===== config.mk =====
export PLATFORM = sky130hd
export DESIGN_NAME = decode_stage_flat
export DESIGN_NICKNAME = d
export VERILOG_FILES = /design/src/rtl/rv_pkg.sv /design/src/rtl/decode_stage_if.sv /design/src/rtl/decode_stage_regfile.sv /design/src/rtl/decode_stage.sv /design/src/flat_wrapper.sv
export SDC_FILE = /design/constraint.sdc
export NUM_CORES = 2
export LEC_CHECK = 0
export CAP_MARGIN = 20
export CORE_ASPECT_RATIO = 0.6
export CORE_MARGIN = 3
export CORE_UTILIZATION = 30
export CTS_CLUSTER_DIAMETER = 80
export DETAILED_ROUTE_END_ITERATION = 12
export GPL_TIMING_DRIVEN = 0
export RECOVER_POWER = 50
export SYNTH_ARGS = -nofsm -noshare
export SYNTH_HDL_FRONTEND = slang
export SYNTH_SLANG_ARGS = --single-unit
export TNS_END_PERCENT = 20

===== constraint.sdc =====
create_clock -name clock -period 6.4 [get_ports clock]
set_clock_uncertainty 0.2 [all_clocks]
set_input_delay 0.96 -clock clock [delete_from_list [all_inputs] [get_ports clock]]
set_output_delay 0.96 -clock clock [all_outputs]
set_load 0.1 [all_outputs]

===== src/rtl/rv_pkg.sv =====
// Shared RV32I decode definitions: opcodes, the id_ex control bundle and its bubble value.
package rv_pkg;

    localparam int XLEN = 32;
    localparam int NREG = 32;

    typedef enum logic [6:0] {
        OP_R      = 7'b0110011,
        OP_IMM    = 7'b0010011,
        OP_LOAD   = 7'b0000011,
        OP_STORE  = 7'b0100011,
        OP_BRANCH = 7'b1100011
    } opcode_e;

    // Field order matches the id_ex control input ports.
    typedef struct packed {
        logic pcsrc;
        logic alusrc;
        logic memtoreg;
        logic we;
        logic reg_en;
    } ctrl_t;

    localparam ctrl_t BUBBLE = '0;

endpackage


===== src/rtl/decode_stage_if.sv =====
// Decode-stage bus: IF/ID instruction, EX hazard info, writeback port and the id_ex bundle.
interface decode_stage_if;
    import rv_pkg::*;

    logic [31:0]     instr;
    logic            instr_valid;
    logic            flush;
    logic [4:0]      ex_rd;
    logic            ex_memtoreg;
    logic            ex_reg_en;
    logic [4:0]      wb_rd;
    logic [XLEN-1:0] wb_data;
    logic            wb_en;

    logic [XLEN-1:0] data_out_1;
    logic [XLEN-1:0] data_out_2;
    logic [4:0]      rd_out;
    logic [XLEN-1:0] imm_out;
    logic            pcsrc_out;
    logic            alusrc_out;
    logic            memtoreg_out;
    logic            we_out;
    logic            reg_en_out;
    logic            stall;
    logic            illegal;

    modport master (
        output instr, instr_valid, flush, ex_rd, ex_memtoreg, ex_reg_en, wb_rd, wb_data, wb_en,
        input  data_out_1, data_out_2, rd_out, imm_out, pcsrc_out, alusrc_out,
               memtoreg_out, we_out, reg_en_out, stall, illegal
    );

    modport slave (
        input  instr, instr_valid, flush, ex_rd, ex_memtoreg, ex_reg_en, wb_rd, wb_data, wb_en,
        output data_out_1, data_out_2, rd_out, imm_out, pcsrc_out, alusrc_out,
               memtoreg_out, we_out, reg_en_out, stall, illegal
    );

endinterface


===== src/rtl/decode_stage_regfile.sv =====
// Integer register file: 2 combinational read ports with write-through bypass, 1 write port.
module regfile #(
    parameter int XLEN = 32,
    parameter int NREG = 32
) (
    input  logic            clock,
    input  logic            reset_n,
    input  logic [4:0]      rs1,
    input  logic [4:0]      rs2,
    input  logic [4:0]      wr_addr,
    input  logic [XLEN-1:0] wr_data,
    input  logic            wr_en,
    output logic [XLEN-1:0] rd_data_1,
    output logic [XLEN-1:0] rd_data_2
);

    logic [XLEN-1:0] regs [NREG];
    logic            wr_live;

    assign wr_live = wr_en && (wr_addr != '0);

    always_ff @(posedge clock or negedge reset_n) begin
        if (!reset_n) begin
            for (int unsigned i = 0; i < NREG; i++) begin
                regs[i] <= '0;
            end
        end else if (wr_live) begin
            regs[wr_addr] <= wr_data;
        end
    end

    always_comb begin
        rd_data_1 = regs[rs1];
        if (rs1 == '0)
            rd_data_1 = '0;
        else if (wr_live && wr_addr == rs1)
            rd_data_1 = wr_data;
    end

    always_comb begin
        rd_data_2 = regs[rs2];
        if (rs2 == '0)
            rd_data_2 = '0;
        else if (wr_live && wr_addr == rs2)
            rd_data_2 = wr_data;
    end

endmodule


===== src/rtl/decode_stage.sv =====
// RV32I-subset decode stage: operand read, immediate/control generation, load-use stall.
module decode_stage
    import rv_pkg::*;
#(
    parameter int XLEN = 32,
    parameter int NREG = 32
) (
    input logic           clock,
    input logic           reset_n,
    decode_stage_if.slave bus
);

    logic [6:0]      opcode;
    logic [4:0]      rs1;
    logic [4:0]      rs2;
    logic [XLEN-1:0] rdata_1;
    logic [XLEN-1:0] rdata_2;
    ctrl_t           ctrl;
    ctrl_t           ctrl_q;
    logic [XLEN-1:0] imm;
    logic [4:0]      rd;
    logic            legal;
    logic            uses_rs2;
    logic            rs_match;
    logic            stall;
    logic            bubble;
    logic            unused_funct3;

    assign opcode        = bus.instr[6:0];
    assign rs1           = bus.instr[19:15];
    assign rs2           = bus.instr[24:20];
    assign unused_funct3 = ^bus.instr[14:12];

    regfile #(.XLEN(XLEN), .NREG(NREG)) u_regfile (
        .clock     (clock),
        .reset_n   (reset_n),
        .rs1       (rs1),
        .rs2       (rs2),
        .wr_addr   (bus.wb_rd),
        .wr_data   (bus.wb_data),
        .wr_en     (bus.wb_en),
        .rd_data_1 (rdata_1),
        .rd_data_2 (rdata_2)
    );

    always_comb begin
        ctrl     = BUBBLE;
        imm      = '0;
        rd       = '0;
        legal    = 1'b1;
        uses_rs2 = 1'b0;
        case (opcode)
            OP_R: begin
                ctrl.reg_en = 1'b1;
                rd          = bus.instr[11:7];
                uses_rs2    = 1'b1;
            end
            OP_IMM, OP_LOAD: begin
                ctrl.alusrc   = 1'b1;
                ctrl.reg_en   = 1'b1;
                ctrl.memtoreg = (opcode == OP_LOAD);
                rd            = bus.instr[11:7];
                imm           = {{(XLEN-12){bus.instr[31]}}, bus.instr[31:20]};
            end
            OP_STORE: begin
                ctrl.alusrc = 1'b1;
                ctrl.we     = 1'b1;
                uses_rs2    = 1'b1;
                imm         = {{(XLEN-12){bus.instr[31]}}, bus.instr[31:25], bus.instr[11:7]};
            end
            OP_BRANCH: begin
                ctrl.pcsrc = 1'b1;
                uses_rs2   = 1'b1;
                imm        = {{(XLEN-13){bus.instr[31]}}, bus.instr[31], bus.instr[7],
                              bus.instr[30:25], bus.instr[11:8], 1'b0};
            end
            default: legal = 1'b0;
        endcase
    end

    // Illegal opcodes read no registers, so they never trigger a load-use stall.
    assign rs_match = legal && ((bus.ex_rd == rs1) || (uses_rs2 && bus.ex_rd == rs2));
    assign stall    = reset_n && bus.instr_valid && !bus.flush && bus.ex_memtoreg &&
                      bus.ex_reg_en && (bus.ex_rd != '0) && rs_match;
    assign bubble   = !reset_n || stall || bus.flush || !bus.instr_valid || !legal;
    assign ctrl_q   = bubble ? BUBBLE : ctrl;

    assign bus.stall        = stall;
    assign bus.illegal      = reset_n && bus.instr_valid && !bus.flush && !legal;
    assign bus.pcsrc_out    = ctrl_q.pcsrc;
    assign bus.alusrc_out   = ctrl_q.alusrc;
    assign bus.memtoreg_out = ctrl_q.memtoreg;
    assign bus.we_out       = ctrl_q.we;
    assign bus.reg_en_out   = ctrl_q.reg_en;
    assign bus.rd_out       = bubble ? '0 : rd;
    assign bus.imm_out      = bubble ? '0 : imm;
    // Bypass could otherwise leak wb_data onto the operands while in reset.
    assign bus.data_out_1   = reset_n ? rdata_1 : '0;
    assign bus.data_out_2   = reset_n ? rdata_2 : '0;

endmodule


===== src/flat_wrapper.sv =====
// flat-port wrapper written by rule: the top's interface ports become plain ports
module decode_stage_flat import rv_pkg::*;
#(
    parameter int XLEN = 32,
    parameter int NREG = 32
)
  (clock, reset_n, bus_instr, bus_instr_valid, bus_flush, bus_ex_rd, bus_ex_memtoreg, bus_ex_reg_en, bus_wb_rd, bus_wb_data, bus_wb_en, bus_data_out_1, bus_data_out_2, bus_rd_out, bus_imm_out, bus_pcsrc_out, bus_alusrc_out, bus_memtoreg_out, bus_we_out, bus_reg_en_out, bus_stall, bus_illegal);
  decode_stage_if bus_i ();
  input logic clock;
  input logic reset_n;
  input wire logic [$bits(bus_i.instr)-1:0] bus_instr;
  input wire logic [$bits(bus_i.instr_valid)-1:0] bus_instr_valid;
  input wire logic [$bits(bus_i.flush)-1:0] bus_flush;
  input wire logic [$bits(bus_i.ex_rd)-1:0] bus_ex_rd;
  input wire logic [$bits(bus_i.ex_memtoreg)-1:0] bus_ex_memtoreg;
  input wire logic [$bits(bus_i.ex_reg_en)-1:0] bus_ex_reg_en;
  input wire logic [$bits(bus_i.wb_rd)-1:0] bus_wb_rd;
  input wire logic [$bits(bus_i.wb_data)-1:0] bus_wb_data;
  input wire logic [$bits(bus_i.wb_en)-1:0] bus_wb_en;
  output wire logic [$bits(bus_i.data_out_1)-1:0] bus_data_out_1;
  output wire logic [$bits(bus_i.data_out_2)-1:0] bus_data_out_2;
  output wire logic [$bits(bus_i.rd_out)-1:0] bus_rd_out;
  output wire logic [$bits(bus_i.imm_out)-1:0] bus_imm_out;
  output wire logic [$bits(bus_i.pcsrc_out)-1:0] bus_pcsrc_out;
  output wire logic [$bits(bus_i.alusrc_out)-1:0] bus_alusrc_out;
  output wire logic [$bits(bus_i.memtoreg_out)-1:0] bus_memtoreg_out;
  output wire logic [$bits(bus_i.we_out)-1:0] bus_we_out;
  output wire logic [$bits(bus_i.reg_en_out)-1:0] bus_reg_en_out;
  output wire logic [$bits(bus_i.stall)-1:0] bus_stall;
  output wire logic [$bits(bus_i.illegal)-1:0] bus_illegal;
  assign bus_i.instr = bus_instr;
  assign bus_i.instr_valid = bus_instr_valid;
  assign bus_i.flush = bus_flush;
  assign bus_i.ex_rd = bus_ex_rd;
  assign bus_i.ex_memtoreg = bus_ex_memtoreg;
  assign bus_i.ex_reg_en = bus_ex_reg_en;
  assign bus_i.wb_rd = bus_wb_rd;
  assign bus_i.wb_data = bus_wb_data;
  assign bus_i.wb_en = bus_wb_en;
  assign bus_data_out_1 = bus_i.data_out_1;
  assign bus_data_out_2 = bus_i.data_out_2;
  assign bus_rd_out = bus_i.rd_out;
  assign bus_imm_out = bus_i.imm_out;
  assign bus_pcsrc_out = bus_i.pcsrc_out;
  assign bus_alusrc_out = bus_i.alusrc_out;
  assign bus_memtoreg_out = bus_i.memtoreg_out;
  assign bus_we_out = bus_i.we_out;
  assign bus_reg_en_out = bus_i.reg_en_out;
  assign bus_stall = bus_i.stall;
  assign bus_illegal = bus_i.illegal;
  decode_stage #(.XLEN(XLEN), .NREG(NREG)) u_core (.clock(clock), .reset_n(reset_n), .bus(bus_i));
endmodule

After elaboration in Yosys (flattened, before gate mapping)
Index checks and enable logic that the tools add are counted.
{ "word_totals": {"output_inout_bits": 108, "elab_cells": 106, "regBits": 1024, "in_bits": 81} }
{ "classes": {"eq_ne": 9, "muxes": 27, "reduce_logical": 31, "order_cmp": 4, "bitwise_logic": 3} }
{ "op_table": {"columns": ["operator", "count"], "rows": [
  ["bitwise mux 1024 bit", 1],
  ["two-way mux 32 bit", 12],
  ["binary-select mux 32 bit (select 5 bit)", 2],
  ["demux 32 bit (select 5 bit)", 1],
  ["one-hot mux 32 bit (3 select lines)", 1],
  ["equality test 5 bit", 4],
  [">= comparator 6 bit (second input constant)", 3],
  ["inverter 5 -> 6 bit", 3],
  ["two-way mux 5 bit", 3],
  ["equality test 7 x 6 -> 1 bit (second input constant)", 2],
  ["logical AND 1 bit", 13],
  ["logical NOT 5 bit", 2],
  ["nonzero test 5 bit", 2],
  ["OR reduction 3 bit", 3],
  ["equality test 7 x 2 -> 1 bit (second input constant)", 1],
  ["equality test 7 x 5 -> 1 bit (second input constant)", 1],
  ["equality test 7 bit (second input constant)", 1],
  ["two-way mux 1 bit", 7],
  ["less-than comparator 6 x 1 -> 1 bit (second input constant)", 1],
  ["logical OR 1 bit", 5],
  ["OR reduction 5 bit", 1],
  ["logical NOT 1 bit", 4],
  ["OR reduction 2 bit", 1]
]} }

Logic depth before layout (Yosys ltp)
{ "logic_depth": {"depth_word": 12, "mapped_depth": 11, "depth_no_buf": 6} }

By module
Synthesis repeated with hierarchy kept, for this count alone.
{ "unflattened": {"hier_cells": 4103, "hier_area_um2": 56726.9} }
{ "by_module_without_submodules": {"columns": ["module", "n_inst", "seq_area_each_um2", "area_each_um2", "cells_each"], "rows": [
  ["regfile", 1, 25624.6, 55555.8, 3935],
  ["decode_stage", 1, 0.0, 1171.1, 168]
]} }

Least setup slack after synthesis
No wires, ideal clock.
{ "synth_timing": {"path_type": "input to output", "start": "input bus_ex_rd[1]", "end": "output bus_imm_out[11]", "path_slack_ns": 0.363, "arrival_time_ns": 4.877, "cell_stages": 4, "n_path_buf": 0, "required_ns": 5.240, "path_cell_list": "or4_1 o2111ai_2 a21oi_4 nor4_1"} }
{ "synth_via": {"elab_chain_len": 10, "word_cells_on_any_way": 13, "cone_classes": "eq/ne (2); mux (1); reduce/logical (10)"} }
{ "synth_lines": {"columns": ["item", "line_no", "text"], "rows": [
  ["start, declared", "flat_wrapper.sv:14", "input wire logic [$bits(bus_i.ex_rd)-1:0] bus_ex_rd;"],
  ["equality test 5 bit", "decode_stage.sv:82", "assign rs_match = legal && ((bus.ex_rd == rs1) || (uses_rs2 && bus.ex_rd == rs2));"],
  ["logical AND 1 bit", "decode_stage.sv:82", null],
  ["logical OR 1 bit", "decode_stage.sv:82", null],
  ["logical AND 1 bit", "decode_stage.sv:82", null],
  ["logical AND 1 bit *", "decode_stage.sv:84", "bus.ex_reg_en && (bus.ex_rd != '0) && rs_match;"],
  ["named net bus_stall", "flat_wrapper.sv:29", "output wire logic [$bits(bus_i.stall)-1:0] bus_stall;"],
  ["logical OR 1 bit * (4 in a row)", "decode_stage.sv:85", "assign bubble = !reset_n || stall || bus.flush || !bus.instr_valid || !legal;"],
  ["two-way mux 32 bit *", "decode_stage.sv:96", "assign bus.imm_out = bubble ? '0 : imm;"],
  ["end, declared", "flat_wrapper.sv:23", "output wire logic [$bits(bus_i.imm_out)-1:0] bus_imm_out;"]
]} }
Mark *: on every way through the listed nets, which the timed path passes. The rest lies on a longest branch.

Worst setup path after layout
{ "layout_timing": {"start": "input bus_instr[16]", "end": "output bus_data_out_1[10]"} }
{ "layout_via": {"elab_chain_len": 7, "word_cells_on_any_way": 10, "cone_classes": "eq/ne (1); mux (6); bitwise (1); reduce/logical (2)"} }
{ "layout_lines": {"columns": ["item", "line_no", "text"], "rows": [
  ["start, declared", "flat_wrapper.sv:11", "input wire logic [$bits(bus_i.instr)-1:0] bus_instr;"],
  ["inverter 5 -> 6 bit (implied by the code)", "decode_stage_regfile.sv:33", "rd_data_1 = regs[rs1];"],
  ["binary-select mux 32 bit (select 5 bit)", "decode_stage_regfile.sv:33", null],
  ["two-way mux 32 bit (implied by the code) (2 in a row)", "decode_stage_regfile.sv:33", null],
  ["two-way mux 32 bit", "decode_stage_regfile.sv:36", "else if (wr_live && wr_addr == rs1)"],
  ["two-way mux 32 bit *", "decode_stage_regfile.sv:34", "if (rs1 == '0)"],
  ["two-way mux 32 bit *", "decode_stage.sv:98", "assign bus.data_out_1 = reset_n ? rdata_1 : '0;"],
  ["end, declared", "flat_wrapper.sv:20", "output wire logic [$bits(bus_i.data_out_1)-1:0] bus_data_out_1;"]
]} }
Mark *: on every way between the ends. The rest lies on a longest branch, timed or not. The select of a mux whose other input is x is not followed.

==> metrics.md <==
| Metric | Value |
|---|---|
| Period minus WS final | 6.58 ns |
| Syn Inst Count | 4297 |
| Initial antenna violation count | 19 |
| CTS clk-pin slew, worst paths | 0.07 ns |
| Starting Density | 30.3% |
| Grt total ovfl | 0 |
| Clock Path Buffers | 3 |
| Crit path cell chain | clkdlybuf4s50_1, buf_2, a21oi_1, nand4b_2, clkbuf_1, a21oi_1, clkdlybuf4s15_2 |
| Leak | 28.3 nW |
| CP delay by family, top | buffers and inverters |
| Final hold violations | 0 |
| R2R Path Start | u_core.u_regfile.regs[615] |
| 1st-iter DRT viols | 6279 |
| Synth async-reset ratio | 100% |
| Biggest regs | u_core.u_regfile.regs x1024 |
| Cell accounting for the most synthesized area | dfrtp_1 |
| Core area | 188000 um2 |
| Synth unique cells | 58 |
| TritonCTS clock tree | yes |
| Pin count of the biggest net entering global routing | 165 |
| Failing checks | capacitance limit, slew limit, setup timing |
| Sequential fraction of the synthesis area | 45.0% |
| Unrepaired setup endpoints after global routing | true |
| CP startpoint kind | primary input |
| IO Pins | 189 |
| Final #Nets | 4700 |
| CP arrival | 5.42 ns |
| Fin util | 35.1% |
| Root Driver | clkbuf_16 |
| Largest register FFs | 1024 |
| Largest stage delay on the critical path | 0.77 ns |
| Hold WC Path Type | primary input to asynchronous set/reset pin |
| VDD IR max | 0.205 mV |
| Full die area | 195000 um2 |
| Post-synth EDFFs | 0 |
| Critical path class | primary input to output pin |
| Total track usage | 25.5% |
| Max-capacitance violation count | 5 |
| Final setup viols | 15 |
| Crit. End Element | output pin |
| R2R setup slack | 5.37 ns |
| DP HPWL | 198 mm |
| R2r worst-path depth | 1 |
| Period utilization | 103% |
| Status | finished, violations left |
| Top reg by flops | u_core.u_regfile.regs |
| Via density | 6.05 |
| Fin worst setup slack | -0.185 ns |
| Post-synth top flop | dfrtp_1 |
| Final Wtd Congestion | 1.04 |
| Synth cell count leaders | 1024 x dfrtp_1, 980 x mux2_2, 384 x mux2i_1 |
| Worst-margin pin slew | 4.32 ns |
| TritonCTS Buffers | 94 |
| Power density cells | 298 nW/um2 |
| Critical register-to-register path endpoint | u_core.u_regfile.regs[615] |
| CP Max Fanout | 13 |
| First-pass GRT wire length | 347 mm |
| Area share of the largest cell type after synthesis | 45.0% |
| Vias | 43600 |
| Critical path buffers and inverters | 4 |
| Die height | 344 um |
| Synth top area cells | dfrtp_1 45%, mux2_2 19%, mux4_2 12% |
| Die X | 569 um |
| Area delta synth->final | 15.8% |
| Final routed DRC violation total | 0 |
| Share of layout cells above drive strength 1 | 38.4% |
| Most frequent cell on the critical path | a21oi_1 |
| Post-CTS setup buffer count | 0 |
| Clk Latency, worst-skew pair | 0.71 ns |
| Wirelength, routed | 254 mm |
| Crit-path slowest cell | clkdlybuf4s50_1 |
| Row count | 123 |
| Antenna-violating nets left | 0 |
| Slew HR | -188% |
| Most numerous cell in the Yosys netlist | dfrtp_1 |
| H-tree Lvls | 3 |
| Post-Syn Area | 57000 um2 |
| Initial DRT Pass Iterations | 5 |
| Pins Over Slew Limit | 469 |
| Post-synthesis average cell area | 13.3 um2 |
| Worst hold margin | 0.0915 ns |
| Ys Warns | 0 |
| WL/cell | 35.3 um |
| Vias in the first global route | 42800 |
| FMAX | 152 MHz |
| Filler Cells Inserted | 18400 |
| IO Port Bufs | 177 |
| Synth Net Count | 4378 |
| Number of clock sinks | 1024 |
| CP Data Required Time | 5.24 ns |
| Flops & latches, synth | 1024 |
repair_timing:
action | 4_1_cts | 5_1_grt
endpoints found under the setup margin | 107 | 33
hold buffers | 1 | 0
cloned | 2 | 0
pin swaps | 0 | 1
endpoints found under the hold margin | 71 | 0
resized for setup | 168 | 47
layout make-up:
cell class                 instances  area [um2]  share of cell area, %
antenna                           11        27.5                 0.0417
buffer                           501        2870                   4.35
clock buffer                     139        2850                   4.31
clock inverter                    32         465                  0.705
inverter                           2        7.51                 0.0114
multi-input combinational       2770       28600                   43.3
sequential                      1024       25600                   38.8
tap                             2500        3130                   4.74
timing repair buffer             226        2490                   3.77
where the power goes:
group          internal (mW)  switching (mW)  total (mW)  leakage [nW]
Clock                   3.53            2.77        6.30          1.64
Sequential              7.70           0.940        8.64          13.1
Combinational           2.25            2.46        4.71          13.5
Total                   13.5            6.17        19.6          28.3
worst max path at each step:
stage                     slack [ns]  cells after the start     startpoint                         end
after floorplan                 0.36                      4   bus_ex_rd[1]             bus_imm_out[11]
after global placement        -43.59                      1        reset_n  u_core.u_regfile.regs[774]
after detailed placement       -1.71                      9        reset_n          bus_data_out_1[19]
after CTS                      -0.02                     10  bus_instr[16]          bus_data_out_1[30]
after global routing           -0.09                     10  bus_instr[16]           bus_data_out_1[3]
final                          -0.18                      7  bus_instr[16]          bus_data_out_1[10]
metrics by stage:
stage	area, um2	worst slack (ns)	TNS (ns)	cells	total power, mW
floorplan	57000	0.363	0	4297	11.6
global placement	61900	-43.59	-	6974	13.2
detailed placement	62600	-1.71	-96.51	7011	13.3
CTS	66000	-0.0152	-0.0251	7185	19.5
global route	66000	-0.0940	-0.321	7195	20.3
finish	66000	-0.185	-1.13	7205	19.6
layer usage:
metal	up-vias	routed length [um]	share of wire [%]	track usage, %
li1	16900	-	-	-
met1	23400	112000	44	37.0
met2	2892	95300	37	32.6
met3	411	39900	16	13.0
met4	10	7390	2.9	6.92
met5	-	53	0.021	0
kinds of logic (layout without fill, tap and decap cells):
logic type,after synthesis,in the layout,synth area share [%]
flip-flops,1024,1024,45.0
other,0,11,0
multiplexers,1696,1696,39.1
AND/OR/NAND/NOR,499,499,4.06
XOR/XNOR,18,18,0.277
AO/OA/AOI/OAI,557,557,6.56
buffers and inverters,503,900,5.04
placed cells by master (no fill, tap or decap), drive strengths merged, types with 7 or more instances in the layout:
master         count
a211oi            76
a21oi            114
a311oi             9
a31oi             53
and2              71
buf              282
bufinv            11
clkbuf           424
clkdlybuf4s15     28
clkdlybuf4s50     90
clkinv            15
dfrtp           1024
diode             11
dlygate4sd2       38
mux2             992
mux2i            384
mux4             320
nand2            162
nand2b             7
nor2             181
nor3              47
o21ai             87
o221ai            55
o22ai             73
o31ai             11
o32a              11
o41ai             47
xor2              13
(Power assumes the default switching activity.)
